--- src/rtl/link_game_control_pkg.sv ---
// Shared encodings for the player-character sequencing FSM, also used by the
// collision detector and map drawer.
package link_game_control_pkg;

  typedef enum logic [2:0] {
    S_INIT  = 3'd0,
    S_IDLE  = 3'd1,
    S_REG   = 3'd2,
    S_CHECK = 3'd3,
    S_APPLY = 3'd4,
    S_DMAP  = 3'd5,
    S_DLINK = 3'd6
  } state_e;

  localparam logic ON  = 1'b1;
  localparam logic OFF = 1'b0;

  typedef struct packed {
    logic init;
    logic idle;
    logic reg_action;
    logic collide_check;
    logic apply_action;
    logic draw_map;
    logic draw;
    logic vga_sel;
  } strobes_t;

  // One strobe per state; the VGA write port belongs to the character block only while it draws.
  function automatic strobes_t decode_state(state_e s);
    strobes_t st;
    st = '0;
    case (s)
      S_INIT:  st.init          = ON;
      S_IDLE:  st.idle          = ON;
      S_REG:   st.reg_action    = ON;
      S_CHECK: st.collide_check = ON;
      S_APPLY: st.apply_action  = ON;
      S_DMAP:  st.draw_map      = ON;
      S_DLINK: begin
        st.draw    = ON;
        st.vga_sel = ON;
      end
      default: st.init = ON;
    endcase
    return st;
  endfunction

endpackage

--- src/rtl/link_game_control_frame_tick_gen.sv ---
// Free-running frame counter; tick_o is high during the last cycle of each frame,
// i.e. on the clock edge where the counter wraps to zero.
module frame_tick_gen #(
  parameter int unsigned FRAME_CYCLES = 833333,
  parameter int unsigned CNT_W        = 20
) (
  input  logic clock,
  input  logic reset,
  output logic tick_o
);

  localparam logic [CNT_W-1:0] LAST = CNT_W'(FRAME_CYCLES - 1);

  logic [CNT_W-1:0] cnt_q, cnt_d;

  assign tick_o = (cnt_q == LAST);

  always_comb begin
    cnt_d = tick_o ? '0 : cnt_q + CNT_W'(1);
  end

  // NOTE: sequential state uses <= so every flop samples pre-edge values regardless of block order.
  always_ff @(posedge clock) begin
    if (reset) cnt_q <= '0;
    else       cnt_q <= cnt_d;
  end

endmodule

--- src/rtl/link_game_control.sv ---
// Top-level sequencer for the player character: paces one update per frame and
// emits registered one-hot strobes for init/idle/reg/check/apply/map-draw/char-draw.
module link_game_control
  import link_game_control_pkg::*;
#(
  parameter int unsigned FRAME_CYCLES = 833333,
  parameter int unsigned CNT_W        = 20,
  parameter int unsigned COLLIDE_WAIT = 2
) (
  input  logic clock,
  input  logic reset,
  input  logic restart,
  input  logic map_draw_done,
  input  logic draw_done,
  output logic init,
  output logic idle,
  output logic reg_action,
  output logic collide_check,
  output logic apply_action,
  output logic draw_map,
  output logic draw,
  output logic vga_sel,
  output logic frame_overrun
);

  localparam int unsigned WAIT_W = (COLLIDE_WAIT > 1) ? $clog2(COLLIDE_WAIT) : 1;
  localparam logic [WAIT_W-1:0] WAIT_LAST = WAIT_W'(COLLIDE_WAIT - 1);

  state_e            state_q, state_d;
  logic              pending_q, pending_d;
  logic [WAIT_W-1:0] wait_q, wait_d;
  strobes_t          strb_q;
  logic              overrun_q;
  logic              frame_tick;
  logic              consume;

  frame_tick_gen #(
    .FRAME_CYCLES(FRAME_CYCLES),
    .CNT_W       (CNT_W)
  ) u_tick (
    .clock (clock),
    .reset (reset),
    .tick_o(frame_tick)
  );

  // NOTE: every always_comb output gets a default first so no path can infer a latch.
  always_comb begin
    state_d = state_q;
    wait_d  = wait_q;
    consume = OFF;
    case (state_q)
      S_INIT: state_d = S_IDLE;
      S_IDLE: begin
        if (restart) begin
          state_d = S_INIT;
        end else if (pending_q) begin
          state_d = S_REG;
          consume = ON;
        end
      end
      S_REG: begin
        state_d = S_CHECK;
        wait_d  = '0;
      end
      S_CHECK: begin
        if (wait_q == WAIT_LAST) state_d = S_APPLY;
        else                     wait_d  = wait_q + WAIT_W'(1);
      end
      S_APPLY: state_d = S_DMAP;
      S_DMAP:  if (map_draw_done) state_d = S_DLINK;
      S_DLINK: if (draw_done)     state_d = S_IDLE;
      default: state_d = S_INIT;
    endcase
    // A tick landing on the consuming cycle re-arms pending: set wins over clear.
    pending_d = (pending_q & ~consume) | frame_tick;
  end

  // Strobes are registered from state_d so they line up with state_q without decode glitches.
  always_ff @(posedge clock) begin
    if (reset) begin
      state_q   <= S_INIT;
      pending_q <= OFF;
      wait_q    <= '0;
      strb_q    <= decode_state(S_INIT);
      overrun_q <= OFF;
    end else begin
      state_q   <= state_d;
      pending_q <= pending_d;
      wait_q    <= wait_d;
      strb_q    <= decode_state(state_d);
      overrun_q <= frame_tick & pending_q;
    end
  end

  assign init          = strb_q.init;
  assign idle          = strb_q.idle;
  assign reg_action    = strb_q.reg_action;
  assign collide_check = strb_q.collide_check;
  assign apply_action  = strb_q.apply_action;
  assign draw_map      = strb_q.draw_map;
  assign draw          = strb_q.draw;
  assign vga_sel       = strb_q.vga_sel;
  assign frame_overrun = overrun_q;

endmodule
--- config.mk ---
export PLATFORM = sky130hd
export DESIGN_NAME = link_game_control
export DESIGN_NICKNAME = d
export VERILOG_FILES = /design/src/rtl/link_game_control_pkg.sv /design/src/rtl/link_game_control_frame_tick_gen.sv /design/src/rtl/link_game_control.sv
export SDC_FILE = /design/constraint.sdc
export NUM_CORES = 1
export LEC_CHECK = 0
export ABC_AREA = 1
export CORE_MARGIN = 5
export CORE_UTILIZATION = 25
export DETAILED_ROUTE_END_ITERATION = 8
export SLEW_MARGIN = 5
export SYNTH_ARGS = -nofsm -noshare
export SYNTH_HDL_FRONTEND = slang
export SYNTH_SLANG_ARGS = --single-unit
--- constraint.sdc ---
create_clock -name clock -period 1.7 [get_ports clock]
set_input_delay 0.17 -clock clock [delete_from_list [all_inputs] [get_ports clock]]
set_output_delay 0.17 -clock clock [all_outputs]
set_load 0.02 [all_outputs]
==> flow_summary.json, run 1 <==
{
  "slowest_delay_ps": 400,
  "drive_above_1_share_pct": 10.1,
  "cts_root_buffer": "clkbuf_8",
  "finalCriticalPeriod_ps": 1480,
  "crit_type": "reg -> reg",
  "drv_slew": 0,
  "antenna_found_initial": 0,
  "dp_hpwl_um": 2500,
  "crit_fanout": 6,
  "core_um2": 6310,
  "wirelength_um": 3200,
  "num_rows": 29,
  "fin_tns_setup_ps": 0,
  "first_iter_violations": 76,
  "vias_per_cell": 4.20,
  "vias": 1366,
  "worstSetupStartpointType": "flop",
  "grtUsageTotal_pct": 8.34,
  "yosysWarnings": 0,
  "layout_common_cells": "50 x nand2_1, 48 x nor2_1, 33 x dfxtp_1",
  "rsz0062_at_grt": "no",
  "async_reset_ff_share_pct": 0,
  "crit_required_ps": 1890,
  "multi_input_area_um2": 815,
  "peakVddDrop_uv": 525,
  "hold_violations": 0,
  "cp.buffers_inverters": 1,
  "ys.flop_type": "dfxtp_1",
  "dr.pass1.iters": 4,
  "cpMostUsedCell": "nand2_1",
  "fill_cells": 704,
  "cts.sinks": 33,
  "crit_slowest_cell": "dfxtp_1",
  "setup_ws_ps": 224,
  "p_leak_nw": 0.704,
  "avgRoutedWirePerCell_um": 9.83,
  "ioPinCount": 14,
  "h-tree-depth": 2,
  "holdBufCountCts": 0,
  "overflow": 0,
  "cts_tree": "yes",
  "die_h_um": 90.4,
  "route.detailed.drc": 0,
  "final_nets": 254,
  "period_share_pct": 86.8,
  "syn_inst": 230,
  "ys_seq_area_share_pct": 40.9,
  "die_w_um": 90.4,
  "synth_enable_flop_cells": 0,
  "crit_family": "simple AND/OR/NAND/NOR gates",
  "synth_cell_types": 23,
  "syn-cell-area_um2": 1620,
  "cp.arrival_ps": 1660,
  "post-route-util_pct": 30.2,
  "ys_ff_latch": 33,
  "post-cts-setup-buffers": 0,
  "numPortBuffers": 13,
  "clk_latency_ps": 290,
  "grt_pass1_wl_um": 5620,
  "area_growth_pct": 18.1,
  "cp_cell_sequence": "ha_1, nand2_2, nor2_4, nand2_4, o21ai_0, nand2_1, nand2_1, inv_1",
  "status": "complete, no violations",
  "p_per_area_nw_per_um2": 761,
  "gp_congestion": 0.808,
  "relSlewSlack_pct": 78.5,
  "start_util_pct": 25.6,
  "finClkSkew_ps": 4.72,
  "dp_slack_ps": 254,
  "fmax_mhz": 678,
  "dieArea_um2": 8170,
  "synth.avg_cell_area_um2": 7.02,
  "hp-class": "reg -> reg",
  "grt_start_max_net_pins": 16,
  "n_antenna_cell": 0,
  "cap_violations": 0,
  "cts_resized": 0,
  "syn-num-nets": 237,
  "layout_commonest_cell": "nand2_1",
  "end_kind": "flop",
  "cts_made_buffers": 5,
  "cts_max_path_buffers": 2,
  "grt_pass1_vias": 1272,
  "worst_slew_pin_slew_ps": 321,
  "ant_nets": 0,
  "finalSetupViolCount": 0,
  "layout.area.seq_um2": 661,
  "clkTransAtPathRegs_ps": 70
}
[final timing paths]
kind / slack (ps) / to / start / cells past startpoint
setup / recovery: 220 / u_tick.cnt_q[16]$_SDFF_PP0_ / u_tick.cnt_q[1]$_SDFF_PP0_ / 8
hold / removal: 480 / u_tick.cnt_q[0]$_SDFF_PP0_ / u_tick.cnt_q[0]$_SDFF_PP0_ / 1
setup reg to reg: 220 / u_tick.cnt_q[16]$_SDFF_PP0_ / u_tick.cnt_q[1]$_SDFF_PP0_ / 8
hold reg to reg: 480 / u_tick.cnt_q[0]$_SDFF_PP0_ / u_tick.cnt_q[0]$_SDFF_PP0_ / 1
[registers in the layout (all words and copies together), names as in the netlist]
register	count
draw_map	1
frame_overrun	1
u_tick.cnt_q	20
apply_action	1
pending_q	1
reg_action	1
state_q	3
idle	1
collide_check	1
wait_q	1
init	1
draw	1
[per-stage QoR]
stage	std cells	power [mW]	cell area (um2)	hold slack [ps]
2_1_floorplan	230	0.862	1620	388
3_3_place_gp	317	0.891	1820	462
3_5_place_dp	317	0.891	1820	474
4_1_cts	325	1.48	1910	485
5_1_grt	325	1.52	1910	502
6_report	325	1.45	1910	483
[metal layers]
| metal | track usage, % | part of all wire, % |
|---|---|---|
| met1 | 10.4 | 49 |
| met2 | 13.2 | 46 |
| met3 | 2.75 | 3.5 |
| met4 | 3.35 | 1.8 |
| met5 | 0 | 0 |
[synth_stat cells, types with 2 or more instances]
library cell  instances  area share [%]
inv_1                30             7.0
or2_0                 2            0.77
dfxtp_1              33              41
nand3_2               4             2.5
nand2_1              50              12
a21oi_1               7             2.2
ha_1                  2             1.5
xnor2_1               4             2.2
nor2_1               48              11
xor2_1                5             2.7
o21ai_0               4             1.2
nor2_2                3             1.2
nand2_4               2             1.4
nor2_4                4             2.8
nand2_2               3             1.2
nand3_1              18             5.6
nor3_1                5             1.5
[final cells by class]
type	instances	share of cell area (%)
Inverter	30	5.90
Clock buffer	5	3.61
Timing Repair Buffer	14	7.21
Tap cell	77	5.05
Clock inverter	3	0.918
Multi-Input combinational cell	163	42.7
Sequential cell	33	34.6
[kinds of logic after synthesis]
logic type / count (synthesis) / synth area share [%]
adders and majority gates: 2 / 1.55
AOI/OAI and AO/OA: 13 / 4.34
xor gates and xnor gates: 9 / 4.88
DFF: 33 / 40.9
and+or+nand+nor: 139 / 39.7
buffers and inverters: 34 / 8.68
[power by group]
| group | leakage, nW | total (mW) | switching (mW) | internal [mW] |
|---|---|---|---|---|
| sequential | 0.267 | 0.796 | 0.0109 | 0.785 |
| clock | 0.0439 | 0.580 | 0.298 | 0.282 |
| combinational | 0.393 | 0.0769 | 0.0449 | 0.0320 |
| total | 0.704 | 1.45 | 0.353 | 1.10 |
(Power assumes the default switching activity.)
==> run 2, diff against run 1 <==
CAP_MARGIN = 0   (was not set)
CTS_CLUSTER_DIAMETER = 60   (was not set)
==> results of run 2 <==
The final DEF is identical to that of run 1; final timing and power are the same.
==> run 3, diff against run 2 <==
CORE_UTILIZATION = 30   (was 25)
==> run 3 against run 2 <==
First-iteration DRC count down 25%. Routed wire length fell by 5.4%. Combinational power decreased by 2%. Sequential share of layout area grew 0.068 points. Worst setup slack improved by 20 ps. Non-clock buffer count is the same. Critical path depth down 1. Register-to-register slack better by 20 ps. Hold slack worse by 4.5 ps. Critical endpoint is now u_tick.cnt_q[14]$_SDFF_PP0_. Largest power group unchanged. Highest routed layer unchanged.
==> flow_summary.json, run 3 (synthesized netlist as in run 1, its figures left out) <==
{
  "post-cts-setup-buffers": 0,
  "fin_tns_setup_ps": 0,
  "die_h_um": 83.4,
  "p_per_area_nw_per_um2": 766,
  "worstSetupStartpointType": "flop",
  "crit_type": "reg -> reg",
  "switching_share_pct": 24.4,
  "num_rows": 26,
  "cts_tree": "yes",
  "ioPinCount": 14,
  "ant_nets": 0,
  "p_leak_nw": 0.697,
  "finalCriticalPeriod_ps": 1460,
  "vias_per_cell": 4.20,
  "final_nets": 254,
  "grt_pass1_wl_um": 5540,
  "p_int_mw": 1.10,
  "end_kind": "flop",
  "cts_root_buffer": "clkbuf_8",
  "hp-start": "u_tick.cnt_q[0]$_SDFF_PP0_",
  "clk_latency_ps": 280,
  "largest_register_ffs": 20,
  "setup.worst_path.start": "u_tick.cnt_q[1]$_SDFF_PP0_",
  "rsz0062_at_grt": "no",
  "cp.arrival_ps": 1630,
  "cts_made_buffers": 5,
  "power_mw": 1.46,
  "cts_resized": 0,
  "holdBufCountCts": 0,
  "h-tree-depth": 2,
  "dieArea_um2": 6950,
  "die_w_um": 83.4,
  "finClkSkew_ps": 2.56,
  "layout_common_cells": "50 x nand2_1, 48 x nor2_1, 33 x dfxtp_1",
  "dp_hpwl_um": 2350,
  "drive_above_1_share_pct": 10.1,
  "placed_cell_area_um2": 1810,
  "hp-class": "reg -> reg",
  "r2r_start": "u_tick.cnt_q[1]$_SDFF_PP0_",
  "relSlewSlack_pct": 78.1,
  "first_iter_violations": 57,
  "start_util_pct": 31.2,
  "cap_violations": 0,
  "numPortBuffers": 13,
  "p_comb_share_pct": 5.2,
  "avgRoutedWirePerCell_um": 9.51,
  "overflow": 0,
  "grtUsageTotal_pct": 9.62,
  "pwr-share-seq_pct": 54.5,
  "post-route-util_pct": 36.8,
  "n_antenna_cell": 0,
  "vias": 1336,
  "final-instance-count-excl-fill": 318,
  "place_inst": 310,
  "hold_violations": 0,
  "fill_cells": 554,
  "cts_max_path_buffers": 2,
  "grt_start_max_net_pins": 16,
  "area_growth_pct": 17.9,
  "drv_slew": 0,
  "fin_area_um2": 1900,
  "layout_commonest_cell": "nand2_1",
  "crit_required_ps": 1880,
  "worst_slew_pin_slew_ps": 328,
  "dr.pass1.iters": 4,
  "gp_congestion": 0.856,
  "power_frac_clock_pct": 40.3,
  "status": "complete, no violations",
  "finalSetupViolCount": 0,
  "reg_top3": "u_tick.cnt_q x20, state_q x3",
  "peakVddDrop_uv": 253,
  "cts.sinks": 33,
  "route.detailed.drc": 0,
  "fmax_mhz": 687,
  "wirelength_um": 3030,
  "core_um2": 5170,
  "top_register": "u_tick.cnt_q",
  "power_switching_uw": 356,
  "grt_pass1_vias": 1277,
  "crit_fanout": 6,
  "period_share_pct": 85.6,
  "clkTransAtPathRegs_ps": 70,
  "antenna_found_initial": 0
}
==> run 3: cell types whose count changed in the layout (fill, tap and decap cells not counted) <==
cell / previous run / this run
clkinv_2: 2 / 0
clkinvlp_4: 1 / 3
==> run 3: per-stage QoR <==
stage | worst slack (ps) | hold WS [ps]
detailed placement | 227 | 465
floorplan | 369 | 388
CTS | 214 | 482
finish | 244 | 479
global route | 45.2 | 516
global placement | 260 | 456
==> run 3: worst max-delay path, stage by stage (launching register included) <==
cell,delay (ps)
dfxtp_1,400
ha_1,250
nand2_2,90
nor2_4,170
nand2_4,110
nor2_4,150
xor2_1,150
nor2_1,50
==> run 3: power by group through the flow <==
| stage | Combinational, mW | Sequential, mW | Clock [mW] |
|---|---|---|---|
| floorplan | 0.0454 | 0.817 | 0 |
| global placement | 0.0766 | 0.813 | 0 |
| detailed placement | 0.0765 | 0.813 | 0 |
| CTS | 0.0771 | 0.795 | 0.616 |
| global route | 0.0865 | 0.797 | 0.655 |
| finish | 0.0756 | 0.795 | 0.588 |
==> run 3: area by class of cell <==
type                    instances  area (um2)  share of cell area, %
multi-input cells             163         815                   42.8
flip-flops and latches         33         661                   34.7
clock inverters                 3        22.5                   1.18
inverters                      30         113                   5.91
clock buffers                   5        68.8                   3.61
well taps                      70        87.6                   4.60
repair buffers                 14         138                   7.23
==> run 3: worst paths after layout <==
| check | to | slack [ps] | depth (start not counted) |
|---|---|---|---|
| max | u_tick.cnt_q[14]$_SDFF_PP0_ | 240 | 7 |
| min | u_tick.cnt_q[0]$_SDFF_PP0_ | 480 | 1 |
| max reg2reg | u_tick.cnt_q[14]$_SDFF_PP0_ | 240 | 7 |
| min reg2reg | u_tick.cnt_q[0]$_SDFF_PP0_ | 480 | 1 |
==> run 3: layer usage <==
layer	GRT usage, %	part of all wire (%)	vias to the layer above	wire length [um]
li1	-	-	738	-
met1	12.3	50	573	1520
met2	14.9	45	21	1350
met3	2.77	3.6	4	109
met4	4.46	1.7	0	52
met5	0	0	-	0
